--- config.mk ---
export PLATFORM = sky130hd
export DESIGN_NAME = branch_resolve_flat
export DESIGN_NICKNAME = d
export VERILOG_FILES = /design/src/rtl/control_pkg.sv /design/src/rtl/branch_resolve_if.sv /design/src/rtl/brc_skid.sv /design/src/rtl/branch_resolve.sv /design/src/flat_wrapper.sv
export SDC_FILE = /design/constraint.sdc
export NUM_CORES = 1
export LEC_CHECK = 0
export ABC_AREA = 1
export CAP_MARGIN = 20
export CORE_MARGIN = 2
export CORE_UTILIZATION = 48
export DETAILED_ROUTE_END_ITERATION = 10
export PLACE_DENSITY_LB_ADDON = 0.08
export SYNTH_ARGS = -nofsm -noshare
export SYNTH_HDL_FRONTEND = slang
export SYNTH_SLANG_ARGS = --single-unit
--- constraint.sdc ---
create_clock -name clk -period 2.15 [get_ports clk]
set_clock_uncertainty 0.05 [all_clocks]
set_input_delay 0.3225 -clock clk [delete_from_list [all_inputs] [get_ports clk]]
set_output_delay 0.3225 -clock clk [all_outputs]
set_load 0.01 [all_outputs]
--- src/rtl/control_pkg.sv ---
// control_pkg: shared control-path types for the execute pipe.
//   branch_type_e : condition select for branch/jump instructions.
//   redirect_t    : redirect record produced by branch resolution.
//   PC_STEP       : sequential PC increment.
// Packages cannot take parameters, so the redirect record carries a PC field
// of XLEN_MAX bits; an XLEN=32 instance zero-extends into it and uses the low half.
package control_pkg;

    typedef enum logic [3:0] {
        BR_NONE   = 4'd0,
        BR_EQ     = 4'd1,
        BR_NE     = 4'd2,
        BR_LT     = 4'd3,
        BR_GE     = 4'd4,
        BR_LTU    = 4'd5,
        BR_GEU    = 4'd6,
        BR_UNCOND = 4'd7
    } branch_type_e;

    localparam int XLEN_MAX = 64;
    localparam int PC_STEP  = 4;

    typedef struct packed {
        logic                taken;
        logic [XLEN_MAX-1:0] next_pc;
        logic                mispredict;
        logic                misaligned;
        logic                is_branch;
    } redirect_t;

endpackage

--- src/rtl/branch_resolve_if.sv ---
// branch_resolve_if: request/result handshake bundle for branch_resolve.
//   in_*  : branch request (valid/ready), driven by the issue side.
//   out_* : redirect result (valid/ready), consumed by the front end.
// Modports: master = issue/consumer side, slave = branch_resolve.
interface branch_resolve_if
    import control_pkg::*;
#(
    parameter int XLEN = 32
);
    logic            in_valid;
    logic            in_ready;
    branch_type_e    in_branch_type;
    logic            in_is_jalr;
    logic [XLEN-1:0] in_pc;
    logic [XLEN-1:0] in_rs1;
    logic [XLEN-1:0] in_rs2;
    logic [XLEN-1:0] in_imm;
    logic            in_pred_taken;
    logic [XLEN-1:0] in_pred_target;

    logic            out_valid;
    logic            out_ready;
    logic            out_taken;
    logic [XLEN-1:0] out_next_pc;
    logic            out_mispredict;
    logic            out_misaligned;

    modport master (
        output in_valid, in_branch_type, in_is_jalr, in_pc, in_rs1, in_rs2,
               in_imm, in_pred_taken, in_pred_target, out_ready,
        input  in_ready, out_valid, out_taken, out_next_pc, out_mispredict,
               out_misaligned
    );

    modport slave (
        input  in_valid, in_branch_type, in_is_jalr, in_pc, in_rs1, in_rs2,
               in_imm, in_pred_taken, in_pred_target, out_ready,
        output in_ready, out_valid, out_taken, out_next_pc, out_mispredict,
               out_misaligned
    );
endinterface

--- src/rtl/brc_skid.sv ---
// brc_skid: generic 2-entry valid/ready skid buffer (main + skid register).
//   clk, rst_n          : clock, async active-low reset.
//   flush               : drops both held entries and any incoming one.
//   in_valid/in_ready   : upstream handshake; in_ready depends only on state.
//   in_data             : W-bit payload.
//   out_valid/out_ready : downstream handshake, out_data = main register.
module brc_skid #(
    parameter int W = 8
) (
    input  logic         clk,
    input  logic         rst_n,
    input  logic         flush,
    input  logic         in_valid,
    output logic         in_ready,
    input  logic [W-1:0] in_data,
    output logic         out_valid,
    input  logic         out_ready,
    output logic [W-1:0] out_data
);
    logic         main_valid;
    logic         skid_valid;
    logic [W-1:0] main_data;
    logic [W-1:0] skid_data;
    logic         accept;
    logic         main_free;

    // Ready comes from a register only, so downstream ready never ripples upstream.
    assign in_ready  = !skid_valid;
    assign accept    = in_valid && in_ready && !flush;
    assign main_free = !main_valid || out_ready;

    // NOTE: payload registers are reset as well because the output record
    // must read as all-zero out of reset, not just be qualified by valid.
    always_ff @(posedge clk or negedge rst_n) begin
        if (!rst_n) begin
            main_valid <= 1'b0;
            skid_valid <= 1'b0;
            main_data  <= '0;
            skid_data  <= '0;
        end else if (flush) begin
            main_valid <= 1'b0;
            skid_valid <= 1'b0;
        end else if (main_free) begin
            // NOTE: non-blocking assignments let main read the old skid value
            // in the same edge skid is cleared, independent of statement order.
            if (skid_valid) begin
                main_data  <= skid_data;
                main_valid <= 1'b1;
                skid_valid <= 1'b0;
            end else if (accept) begin
                main_data  <= in_data;
                main_valid <= 1'b1;
            end else begin
                main_valid <= 1'b0;
            end
        end else if (accept) begin
            skid_data  <= in_data;
            skid_valid <= 1'b1;
        end
    end

    assign out_valid = main_valid;
    assign out_data  = main_data;
endmodule

--- src/rtl/branch_resolve.sv ---
// branch_resolve: execute-pipe branch resolution stage.
//   clk, rst_n      : clock, async active-low reset.
//   bus (slave)     : request in, redirect record out (valid/ready both sides).
//   flush           : kills held and incoming entries.
//   cnt_clr         : synchronous clear of both performance counters.
//   cnt_branches    : saturating count of resolved branches (BR_NONE excluded).
//   cnt_mispredicts : saturating count of resolved mispredicts.
module branch_resolve
    import control_pkg::*;
#(
    parameter int XLEN  = 32,
    parameter int CNT_W = 32
) (
    input  logic             clk,
    input  logic             rst_n,
    branch_resolve_if.slave  bus,
    input  logic             flush,
    input  logic             cnt_clr,
    output logic [CNT_W-1:0] cnt_branches,
    output logic [CNT_W-1:0] cnt_mispredicts
);
    logic            taken;
    logic [XLEN-1:0] sum;
    logic [XLEN-1:0] target;
    logic [XLEN-1:0] seq_pc;
    logic [XLEN-1:0] next_pc;
    redirect_t       rec_in;
    redirect_t       rec_out;
    logic            count_en;

    // NOTE: every always_comb output gets a default first so no path leaves
    // it unassigned, which would otherwise infer a latch.
    always_comb begin
        taken = 1'b0;
        case (bus.in_branch_type)
            BR_EQ:     taken = (bus.in_rs1 == bus.in_rs2);
            BR_NE:     taken = (bus.in_rs1 != bus.in_rs2);
            BR_LT:     taken = ($signed(bus.in_rs1) <  $signed(bus.in_rs2));
            BR_GE:     taken = ($signed(bus.in_rs1) >= $signed(bus.in_rs2));
            BR_LTU:    taken = (bus.in_rs1 <  bus.in_rs2);
            BR_GEU:    taken = (bus.in_rs1 >= bus.in_rs2);
            BR_UNCOND: taken = 1'b1;
            default:   taken = 1'b0;
        endcase
    end

    // Jump-register targets drop bit 0; all sums wrap modulo 2^XLEN.
    assign sum     = (bus.in_is_jalr ? bus.in_rs1 : bus.in_pc) + bus.in_imm;
    assign target  = bus.in_is_jalr ? {sum[XLEN-1:1], 1'b0} : sum;
    assign seq_pc  = bus.in_pc + XLEN'(PC_STEP);
    assign next_pc = taken ? target : seq_pc;

    always_comb begin
        rec_in            = '0;
        rec_in.taken      = taken;
        rec_in.next_pc    = XLEN_MAX'(next_pc);
        rec_in.mispredict = (taken != bus.in_pred_taken) ||
                            (taken && bus.in_pred_taken && (target != bus.in_pred_target));
        rec_in.misaligned = taken && target[1];
        rec_in.is_branch  = (bus.in_branch_type != BR_NONE);
    end

    brc_skid #(
        .W($bits(redirect_t))
    ) u_skid (
        .clk       (clk),
        .rst_n     (rst_n),
        .flush     (flush),
        .in_valid  (bus.in_valid),
        .in_ready  (bus.in_ready),
        .in_data   (rec_in),
        .out_valid (bus.out_valid),
        .out_ready (bus.out_ready),
        .out_data  (rec_out)
    );

    assign bus.out_taken      = rec_out.taken;
    assign bus.out_next_pc    = rec_out.next_pc[XLEN-1:0];
    assign bus.out_mispredict = rec_out.mispredict;
    assign bus.out_misaligned = rec_out.misaligned;

    // Upper PC bits of the shared record are always zero for narrow instances.
    if (XLEN < XLEN_MAX) begin : g_pc_hi
        logic unused_pc_hi;
        assign unused_pc_hi = |rec_out.next_pc[XLEN_MAX-1:XLEN];
    end

    assign count_en = bus.out_valid && bus.out_ready && rec_out.is_branch;

    always_ff @(posedge clk or negedge rst_n) begin
        if (!rst_n) begin
            cnt_branches    <= '0;
            cnt_mispredicts <= '0;
        end else if (cnt_clr) begin
            cnt_branches    <= '0;
            cnt_mispredicts <= '0;
        end else if (count_en) begin
            if (cnt_branches != '1) begin
                cnt_branches <= cnt_branches + 1'b1;
            end
            if (rec_out.mispredict && (cnt_mispredicts != '1)) begin
                cnt_mispredicts <= cnt_mispredicts + 1'b1;
            end
        end
    end
endmodule

--- src/flat_wrapper.sv ---
// flat-port wrapper written by rule: the top's interface ports become plain ports
module branch_resolve_flat import control_pkg::*;
#(
    parameter int XLEN  = 32,
    parameter int CNT_W = 32
)
  (clk, rst_n, flush, cnt_clr, cnt_branches, cnt_mispredicts, bus_in_valid, bus_in_branch_type, bus_in_is_jalr, bus_in_pc, bus_in_rs1, bus_in_rs2, bus_in_imm, bus_in_pred_taken, bus_in_pred_target, bus_out_ready, bus_in_ready, bus_out_valid, bus_out_taken, bus_out_next_pc, bus_out_mispredict, bus_out_misaligned);
  branch_resolve_if #(.XLEN(XLEN)) bus_i ();
  input  logic clk;
  input  logic rst_n;
  input  logic flush;
  input  logic cnt_clr;
  output logic [CNT_W-1:0] cnt_branches;
  output logic [CNT_W-1:0] cnt_mispredicts;
  input wire logic [$bits(bus_i.in_valid)-1:0] bus_in_valid;
  input wire logic [$bits(bus_i.in_branch_type)-1:0] bus_in_branch_type;
  input wire logic [$bits(bus_i.in_is_jalr)-1:0] bus_in_is_jalr;
  input wire logic [$bits(bus_i.in_pc)-1:0] bus_in_pc;
  input wire logic [$bits(bus_i.in_rs1)-1:0] bus_in_rs1;
  input wire logic [$bits(bus_i.in_rs2)-1:0] bus_in_rs2;
  input wire logic [$bits(bus_i.in_imm)-1:0] bus_in_imm;
  input wire logic [$bits(bus_i.in_pred_taken)-1:0] bus_in_pred_taken;
  input wire logic [$bits(bus_i.in_pred_target)-1:0] bus_in_pred_target;
  input wire logic [$bits(bus_i.out_ready)-1:0] bus_out_ready;
  output wire logic [$bits(bus_i.in_ready)-1:0] bus_in_ready;
  output wire logic [$bits(bus_i.out_valid)-1:0] bus_out_valid;
  output wire logic [$bits(bus_i.out_taken)-1:0] bus_out_taken;
  output wire logic [$bits(bus_i.out_next_pc)-1:0] bus_out_next_pc;
  output wire logic [$bits(bus_i.out_mispredict)-1:0] bus_out_mispredict;
  output wire logic [$bits(bus_i.out_misaligned)-1:0] bus_out_misaligned;
  assign bus_i.in_valid = bus_in_valid;
  assign bus_i.in_branch_type = bus_in_branch_type;
  assign bus_i.in_is_jalr = bus_in_is_jalr;
  assign bus_i.in_pc = bus_in_pc;
  assign bus_i.in_rs1 = bus_in_rs1;
  assign bus_i.in_rs2 = bus_in_rs2;
  assign bus_i.in_imm = bus_in_imm;
  assign bus_i.in_pred_taken = bus_in_pred_taken;
  assign bus_i.in_pred_target = bus_in_pred_target;
  assign bus_i.out_ready = bus_out_ready;
  assign bus_in_ready = bus_i.in_ready;
  assign bus_out_valid = bus_i.out_valid;
  assign bus_out_taken = bus_i.out_taken;
  assign bus_out_next_pc = bus_i.out_next_pc;
  assign bus_out_mispredict = bus_i.out_mispredict;
  assign bus_out_misaligned = bus_i.out_misaligned;
  branch_resolve #(.XLEN(XLEN), .CNT_W(CNT_W)) u_core (.clk(clk), .rst_n(rst_n), .bus(bus_i), .flush(flush), .cnt_clr(cnt_clr), .cnt_branches(cnt_branches), .cnt_mispredicts(cnt_mispredicts));
endmodule
# After elaboration in Yosys (flattened, before gate mapping)
# Cells that the tools add are included.
op_classes:
  n_addsub: 4
  multipliers: 0
  n_div: 0
  n_lt_le_gt_ge: 4
  eq_ne: 13
  shifts: 0
  muxes: 19
  bitwise_logic: 2
  reduce_logical: 24
op_table:
  columns: ["cell", "count"]
  rows:
  - ["32-bit 2-to-1 mux", 8]
  - ["68-bit 2-to-1 mux", 2]
  - ["32-bit by 1-bit adder with 32-bit output (second input constant)", 2]
  - ["32-bit greater-or-equal comparator", 2]
  - ["32-bit less-than comparator", 2]
  - ["32-bit != test", 2]
  - ["32-bit != test (second input constant)", 2]
  - ["32-bit by 3-bit adder with 32-bit output (second input constant)", 1]
  - ["32-bit adder", 1]
  - ["32-bit == test", 1]
  - ["4-bit by 3-bit == test with 1-bit output (second input constant)", 4]
  - ["2-bit nonzero test", 5]
  - ["4-bit by 2-bit == test with 1-bit output (second input constant)", 2]
  - ["1-bit logical AND", 8]
  - ["1-bit 2-to-1 mux", 8]
  - ["1-bit one-hot mux with 7 select lines", 1]
  - ["3-bit AND reduction", 2]
  - ["4-bit by 1-bit == test with 1-bit output (second input constant)", 1]
  - ["2-bit AND reduction", 2]
  - ["4-bit nonzero test", 1]
  - ["1-bit zero test", 3]
  - ["3-bit nonzero test", 1]
  - ["1-bit logical OR", 2]
  - ["1-bit inverter", 2]
  - ["1-bit != test", 1]
word_totals:
  register_bits: 170
  latch_bits: 0
  mem_bits_rw: 0
  romBits: 0
  in_bits: 172
  word_cells: 72
  mem_count: 0

# Depth between registers and ports, before layout
# Gate-level depths: netlist of the first run.
logic_depth:
  word_depth: 8
  mapped_depth: 26

# Cells and area by module
# Synthesis of the first run repeated with hierarchy kept, for this count alone.
unflattened:
  hier_cells: 2429
  area_unflattened_um2: 15562.4
by_module_without_submodules:
  columns: ["module", "n_inst", "cells_each", "area_each_um2", "seq_area_each_um2"]
  rows:
  - ["branch_resolve", 1, 1605, 9256.4, 1601.5]
  - ["brc_skid", 1, 824, 6306.0, 3453.3]

# Worst setup path before layout of the first run
# OpenSTA, ideal clock, no wires.
synth_timing:
  path_kind: "input to register"
  start: "input port bus_in_is_jalr"
  end: "register u_core.u_skid.main_data[2], in the netlist u_core.u_skid.out_data[2]"
  setup_time_ps: 116
  t_arrival_ps: 2689
  t_required_ps: 1984
  path_slack_ps: -705
  path_stages: 24
  n_path_buf: 2
  path_cell_list: "buf_2 -> clkbuf_1 -> nand2_1 -> o21ai_0 -> ha_1 -> fa_1 -> nand3_1 -> nand3_2 -> nand2_1 -> nand2_2 -> nand2_1 -> nand2_2 -> nand2_1 -> nand3_1 -> nand3_1 -> nand2_1 -> nor2_1 -> nand2_1 -> nor2_1 -> nand3_1 -> nand2_1 -> nand3_1 -> nand2_1 -> nand2_1"
synth_between:
  elab_chain_len: 8
synth_lines:
  columns: ["element", "line_no", "text"]
  rows:
  - ["start, declared", "flat_wrapper.sv:17", "input wire logic [$bits(bus_i.in_is_jalr)-1:0] bus_in_is_jalr;"]
  - ["32-bit 2-to-1 mux", "branch_resolve.sv:48", "assign sum = (bus.in_is_jalr ? bus.in_rs1 : bus.in_pc) + bus.in_imm;"]
  - ["32-bit adder", "branch_resolve.sv:48", null]
  - ["1-bit 2-to-1 mux", "branch_resolve.sv:49", "assign target = bus.in_is_jalr ? {sum[XLEN-1:1], 1'b0} : sum;"]
  - ["32-bit != test (*)", "branch_resolve.sv:58", "(taken && bus.in_pred_taken && (target != bus.in_pred_target));"]
  - ["1-bit logical AND (*)", "branch_resolve.sv:58", null]
  - ["1-bit logical OR (*)", "branch_resolve.sv:57", "rec_in.mispredict = (taken != bus.in_pred_taken) ||"]
  - ["68-bit 2-to-1 mux (*)", "brc_skid.sv:50", "end else if (accept) begin"]
  - ["68-bit 2-to-1 mux (*)", "brc_skid.sv:46", "if (skid_valid) begin"]
  - ["end signal, assigned", "brc_skid.sv:47", "main_data <= skid_data;"]
  - ["end signal, assigned", "brc_skid.sv:51", "main_data <= in_data;"]
  - ["end, declared", "brc_skid.sv:22", "logic [W-1:0] main_data;"]
# Every way passes the cells marked *; elsewhere a longest branch is shown, timed or not. The select of a mux whose other input is x is not followed.
# A chain may end at the register's enable or synchronous reset.

# Worst setup path after layout of the first run
# Same ends and word-level chain as after synthesis.

==> summary.txt, run 1 <==
Global routing
  • All-Layer GR Usage: 34.37%
  • Largest net degree at the start of global routing: 48
  • Vias in the first global route: 15.81k
  • Initial antenna violation count: 2
  • First-pass GRT wire length: 78.05 mm
  • Global route total overflow: 0

Setup path
  • Startpoint Class: input pin
  • Max stage delay cell, worst path: a21oi_4
  • Critical Path End Type: flip-flop
  • CP dominant cell by count: nand2_1
  • Slowest stage delay, CP: 240 ps
  • WS Path Type: input pin to flip-flop
  • Crit-path max FO: 7
  • Worst endpoint required time: 2410 ps
  • Critical path arrival: 3190 ps

Yosys
  • Synth Instances: 2073
  • Cell variety after synth: 48
  • Synthesized flop and latch total: 138
  • Cell area after synthesis: 12990 um2
  • Top_reg_cell synth: dfrtp_1
  • EDFF count, synth: 0
  • Syn_nets: 2312
  • Register area share after synthesis: 26.58%
  • Ys Warns: 0
  • Syn_area_per_cell: 6.267 um2
  • Asr flop ratio synth: 100.0%

Place
  • Dpl hpwl: 37.79 mm
  • PortBufs: 272
  • Pre-CTS setup slack: -1443 ps
  • GP Congestion: 0.9966
  • Placed cell areas: 18420 um2
  • DP Cell Count: 2910

Pwr
  • Net Sw Power: 4473 uW
  • Max IR drop VDD: 0.6261 mV
  • Clock power share: 26.2%
  • Total power: 11900 uW
  • Seq pwr share: 26.9%
  • Switching share of power: 37.60%
  • Int Pwr: 7425 uW
  • Leakage power: 0.01112 uW
  • Logic gate share of total power: 46.9%
  • Power per cell area: 525.1 nW/um2

Finish
  • Layout cells sized above 1: 40.33%
  • Post-Layout Cell Count: 3068
  • Fin nets: 2951
  • Final instance area: 22660 um2
  • Area Overhead vs Synth: 74.41%

CTS
  • Clk sink count: 138
  • Worst skew pair latency: 420 ps
  • CTS tree: built
  • Max clock buf depth: 2
  • Clock Tree Root: clkbuf_16
  • # H-tree levels: 4
  • CTS buffer count: 17
  • Clock-pin slew on the worst setup and hold paths: 70 ps

Timing
  • Final Hold Vio Count: 0
  • Final setup fails: 80
  • Relative slew slack: 63.85%
  • Fin crit share: 136.3%
  • FMAX: 341.3 MHz
  • Fin. max-slew vios: 0
  • Pin slew with the least headroom to its limit: 538.1 ps
  • Unrepaired setup endpoints after global routing: true
  • Final min period: 2930 ps
  • Final setup margin: -780.0 ps

Floorplan
  • Placeable Area: 26800 um2
  • Chip Width: 168.5 um
  • Io pins: 273
  • Die area: 28400 um2
  • Initial Utilization: 48.48%
  • FP Rows: 60
  • Chip Height: 168.5 um

Detailed routing
  • Detailed Route WL: 58.45 mm
  • Final antenna-violating net count: 0
  • Post-DR wirelength/cell: 19.05 um
  • First DRT Iteration DRCs: 1876
  • Vias per inst: 5.663
  • 1st-pass router iterations: 6
  • Residual DRC count: 0
  • Via count: 17.37k

Run status
  • Failing checks: negative setup slack
  • Status: finished with violations

Flow run
  • Max Cap Violations: 0

Hold path
  • Worst hold-check path type: input pin to async pin
[cell usage in the layout (no fill, tap or decap), drive strengths merged, types with 2 or more instances in the layout]
master and count:
a211oi 4, a21o 2, a21oi 76, a31oi 4
and2 4, buf 446, bufinv 3, clkbuf 45
clkdlybuf4s15 15, clkdlybuf4s50 181, clkinv 7, clkinvlp 3
dfrtp 138, diode 2, dlygate4sd2 26, dlymetal6s2s 2
ha 66, inv 331, nand2 718, nand3 126
nand3b 6, nand4 31, nor2 178, nor3 57
nor3b 6, nor4 21, o211a 2, o21a 6
o21ai 136, o31ai 17, xnor2 15, xor2 46
[cell type report]
cell class / count / area, um2
Multi-Input combinational cell: 1527 / 10690
Antenna cell: 2 / 5.005
Tap cell: 341 / 426.7
Inverter: 331 / 1261
Clock buffer: 19 / 452.9
Clock inverter: 13 / 167.7
Sequential cell: 138 / 3453
Fill cell: 1562 / 4140
Timing Repair Buffer: 697 / 6207
[stage by stage]
stage	setup TNS, ps	hold slack, ps	utilization, %
6_report	-23220	343.1	84.55
5_1_grt	-31290	376.7	84.55
4_1_cts	-13400	353.1	77.99
3_5_place_dp	-76910	228.0	68.72
3_3_place_gp	-72890	228.5	68.72
2_1_floorplan	-3914	-23.09	-
[layer usage]
metal | vias up | global-route usage (%) | part of all wire, %
met4 | 0 | 14.51 | 6.9
met1 | 8187 | 42.22 | 37
li1 | 7829 | - | -
met3 | 311 | 3.040 | 7.2
met2 | 1046 | 61.89 | 49
met5 | - | 0 | 0
[logic make-up after synthesis]
kind of cell             synth area share [%]
AND/OR/NAND/NOR                         38.09
flip-flops                              26.58
AO/OA/AOI/OAI                           11.18
adder cells (fa/ha/maj)                 6.510
XOR/XNOR                                4.468
buffers and inverters                   13.17
[sequential cells by signal, indices dropped and copies added (netlist names)]
| signal | cells |
|---|---|
| u_core.u_skid.skid_data | 36 |
| u_core.cnt_branches | 32 |
| u_core.u_skid.out_valid | 1 |
| u_core.u_skid.out_data | 36 |
| u_core.u_skid.skid_valid | 1 |
| u_core.cnt_mispredicts | 32 |
[cells in the mapped netlist, drive strengths merged, types with 2 or more instances]
cell | number | share of area, %
nand2 | 718 | 21
and2 | 4 | 0.19
o31ai | 17 | 0.98
o21ai | 136 | 6.1
xor2 | 46 | 3.1
dfrtp | 138 | 27
nor2 | 178 | 5.6
nand3 | 126 | 5.1
a21o | 2 | 0.12
o211a | 2 | 0.15
inv | 330 | 9.5
nand3b | 6 | 0.35
nor3 | 57 | 2.5
a211oi | 4 | 0.23
a21oi | 76 | 2.9
nor4 | 21 | 1.1
xnor2 | 15 | 1.0
o21a | 6 | 0.35
clkbuf | 27 | 0.78
nand4 | 31 | 1.6
nor3b | 6 | 0.39
a31oi | 4 | 0.19
ha | 66 | 6.4
buf | 50 | 2.8
[worst max-delay path, delay by kind of cell]
kind	cells	cell delay [ps]
and+or+nand+nor	19	1840
buffers and inverters	4	540
AOI/OAI and AO/OA	1	240
adders and majority gates	1	230
[repair_timing]
action | 4_1_cts | 5_1_grt
gates resized for setup | 520 | 406
setup endpoints to repair | 81 | 108
setup buffers | 67 | 54
endpoints found under the hold margin | 43 | 0
pin swaps | 140 | 163
hold buffers | 1 | 0
cloned | 5 | 5
[power by group through the flow]
stage	Combinational, uW	Sequential [uW]	Clock (uW)
global route	5910	3230	3230
floorplan	2220	3160	0
finish	5580	3200	3120
detailed placement	3950	3210	0
CTS	4640	3170	3100
global placement	3860	3200	0
[path summary, 6_finish.rpt]
path | cells past startpoint | from | to | slack [ps]
worst min register to register | 2 | u_core.u_skid.out_data[33] | u_core.u_skid.out_data[33] | 430
min in group clk | 2 | u_core.u_skid.out_data[33] | u_core.u_skid.out_data[33] | 430
worst max register to register | 15 | u_core.cnt_branches[20] | u_core.cnt_branches[18] | -150
worst max-delay path | 25 | bus_in_is_jalr | u_core.u_skid.out_data[2] | -780
max in group asynchronous | 3 | rst_n | u_core.u_skid.skid_data[33] | 1000
worst min-delay path | 2 | rst_n | u_core.cnt_mispredicts[21] | 340
No activity file was read; power rests on OpenSTA's default activity.
==> run 2, diff against run 1 <==
Settings changed: ABC_AREA 1 to unset, CORE_UTILIZATION 48 to 46, GPL_ROUTABILITY_DRIVEN set to 0.
==> summary.txt, run 2 <==
Run status
  • Status: finished with violations
  • Failing checks: negative setup slack

Finish
  • Area of the multi-input gates: 9218 um2
  • Final instance area: 19880 um2
  • Fin nets: 2181
  • Antenna cells: 0
  • Fill cells: 1497
  • Post-Layout Cell Count: 2279
  • Final design utilization: 81.98%
  • Layout cells sized above 1: 40.31%
  • Most frequent cells in the layout: 329 x buf_4, 196 x clkdlybuf4s50_1, 136 x nand2_1, 133 x dfrtp_1, 104 x nor2_1
  • Sequential Area: 3460 um2
  • Most common cell after layout, fill and taps aside: buf_4
  • Area Overhead vs Synth: 75.04%

Yosys
  • EDFF count, synth: 0
  • Post-synth top cells: 150 x nand2_1, 138 x dfrtp_1, 128 x nor2_1, 98 x o21ai_0, 84 x a21oi_1
  • Simple-gate share of the synthesized area: 21.53%
  • Most common cell in the synthesized netlist: nand2_1
  • Syn_area_per_cell: 8.437 um2
  • Synth Instances: 1346
  • Asr flop ratio synth: 100.0%
  • Cell area after synthesis: 11360 um2
  • Yosys top cell by area: dfrtp_1
  • Syn_nets: 1585
  • Synthesized flop and latch total: 138
  • Mux cell area share after synthesis: 6.666%
  • Ys Warns: 0
  • Cell variety after synth: 83
  • Largest family of logic cells by synthesized area: simple AND/OR/NAND/NOR gates
  • Register area share after synthesis: 30.41%
  • Area share of the largest cell type after synthesis: 30.41%
  • XOR/XNOR Fraction of Synth Area: 11.25%
  • Area contributors post-synth: dfrtp_1 30%, ha_1 7.3%, nand2_1 5.0%, xnor2_1 4.9%, xor2_1 4.7%
  • Complex-gate fraction of the synthesized area: 16.80%
  • Top_reg_cell synth: dfrtp_1
  • Adder-cell share of the synthesized area: 7.448%

Timing
  • Relative slew slack: 49.80%
  • Setup TNS: -64830 ps
  • Final min period: 3353 ps
  • Hold Slack: 228.6 ps
  • Fin. max-slew vios: 0
  • Final Hold Vio Count: 0
  • Fin crit share: 155.9%
  • Pin slew with the least headroom to its limit: 752.9 ps
  • FMAX: 298.3 MHz
  • Unrepaired setup endpoints after global routing: true
  • Final setup fails: 106
  • Final setup margin: -1203 ps

Setup path
  • Critical path arrival: 3600 ps
  • Crit-path max FO: 8
  • Worst endpoint required time: 2400 ps
  • Critical Path End Type: flip-flop
  • Reg2reg setup slack: -210 ps
  • CP Launch Point: bus_in_is_jalr
  • Crit Reg-Reg Startpoint: u_core.cnt_branches[1]
  • Startpoint Class: input pin
  • WS Path Type: input pin to flip-flop

Place
  • Dpl hpwl: 30.22 mm
  • Placed cell areas: 16990 um2
  • PortBufs: 272
  • DP Cell Count: 2181

Floorplan
  • Placeable Area: 24250 um2
  • FP Rows: 57
  • Chip Height: 161.1 um
  • Io pins: 273
  • Chip Width: 161.1 um
  • Initial Utilization: 46.83%
  • Die area: 25960 um2

Hold path
  • Worst hold-check path type: input pin to flip-flop
  • Min-Delay Startpoint: cnt_clr

Detailed routing
  • First DRT Iteration DRCs: 1116
  • Detailed Route WL: 43.04 mm
  • 1st-pass router iterations: 7
  • Via count: 12.86k
  • Final antenna-violating net count: 0
  • Vias per inst: 5.643
  • Residual DRC count: 0
  • Post-DR wirelength/cell: 18.89 um

CTS
  • Max clock buf depth: 2
  • Clock-pin slew on the worst setup and hold paths: 60 ps
  • Clk sink count: 138
  • Worst skew pair latency: 420 ps
  • # H-tree levels: 4
  • CTS tree: built
  • Clock Tree Root: clkbuf_16
  • CTS buffer count: 17

Pwr
  • Power per cell area: 572.9 nW/um2
  • Leakage power: 0.008593 uW
  • Max IR drop VDD: 0.5976 mV

Global routing
  • Largest net degree at the start of global routing: 59
  • Initial antenna violation count: 0
  • First-pass GRT wire length: 64.19 mm
  • All-Layer GR Usage: 30.96%
  • Global route total overflow: 0
  • Vias in the first global route: 12.67k

Flow run
  • Max Cap Violations: 0
run 2: cell types whose count changed after synthesis, moves of 25 or more:
cell,previous run,this run
nor2_1,166,128
o21ai_1,33,4
nand2_1,698,150
mux2i_1,0,34
xnor2_1,15,64
o21ai_2,30,0
inv_1,328,43
o21ai_0,73,98
nor3_1,50,24
mux2_2,0,37
nand3_1,121,47
run 2: routing by layer:
| layer | routed length (um) | part of all wire (%) | vias up | global-route usage (%) |
|---|---|---|---|---|
| li1 | - | - | 5989 | - |
| met1 | 17290 | 40 | 6161 | 38.15 |
| met2 | 20930 | 49 | 559 | 53.53 |
| met3 | 2624 | 6.1 | 152 | 5.496 |
| met4 | 2188 | 5.1 | 0 | 13.11 |
| met5 | 0 | 0 | - | 0 |
run 2: kinds of logic (layout without fill, tap and decap cells):
kind of cell,after synthesis,after routing
fa+ha+maj,67,67
mux,71,71
flops,138,138
buf+inv,136,743
compound gates,299,300
xor+xnor,133,133
simple gates,502,503
run 2: metrics by stage:
| step | setup slack [ps] | total power, uW |
|---|---|---|
| 2_1_floorplan | -1347 | 5387 |
| 3_3_place_gp | -2065 | 7114 |
| 3_5_place_dp | -2150 | 7213 |
| 4_1_cts | -1157 | 10850 |
| 5_1_grt | -1365 | 11910 |
| 6_report | -1203 | 11390 |
run 2: path summary, 6_finish.rpt:
| check | endpoint | depth (start not counted) |
|---|---|---|
| max reg2reg | u_core.cnt_branches[21] | 11 |
| min reg2reg | u_core.u_skid.skid_data[33] | 2 |
| min | u_core.cnt_branches[31] | 2 |
| max in group asynchronous | u_core.cnt_mispredicts[3] | 3 |
| max | u_core.u_skid.out_data[2] | 16 |
| min in group asynchronous | u_core.cnt_branches[9] | 2 |
run 2: worst max-delay path, stage by stage:
cell and delay [ps]:
buf_12 120, buf_12 150, buf_6 150, mux2_2 350, ha_1 330, a2111oi_4 380
o2111ai_1 160, nand3_1 190, o21ai_0 130, a41oi_2 200, buf_4 160, nand3b_1 120
a2111oi_4 320, nand4_1 210, o21ai_1 180, o211ai_1 110
run 2: area by class of cell:
class | count | share of cell area, %
multi-input combinational | 1074 | 46.37
timing repair buffer | 667 | 30.28
sequential | 138 | 17.40
clock buffer | 18 | 2.209
tap | 324 | 2.039
inverter | 44 | 0.8938
clock inverter | 14 | 0.7994
run 2: report_power, final:
part           switching (uW)  internal, uW
registers                 224          2970
clock network            1200          1760
logic                    2480          2760
total                    3900          7490
run 2: timing repair:
| action | 4_1_cts | 5_1_grt |
|---|---|---|
| hold buffers | 1 | 0 |
| hold endpoints to repair | 49 | 0 |
| gates resized for setup | 318 | 195 |
| setup endpoints to repair | 97 | 120 |
| buffers inserted | 35 | 31 |
| pin swaps | 85 | 130 |
| gates cloned | 6 | 1 |
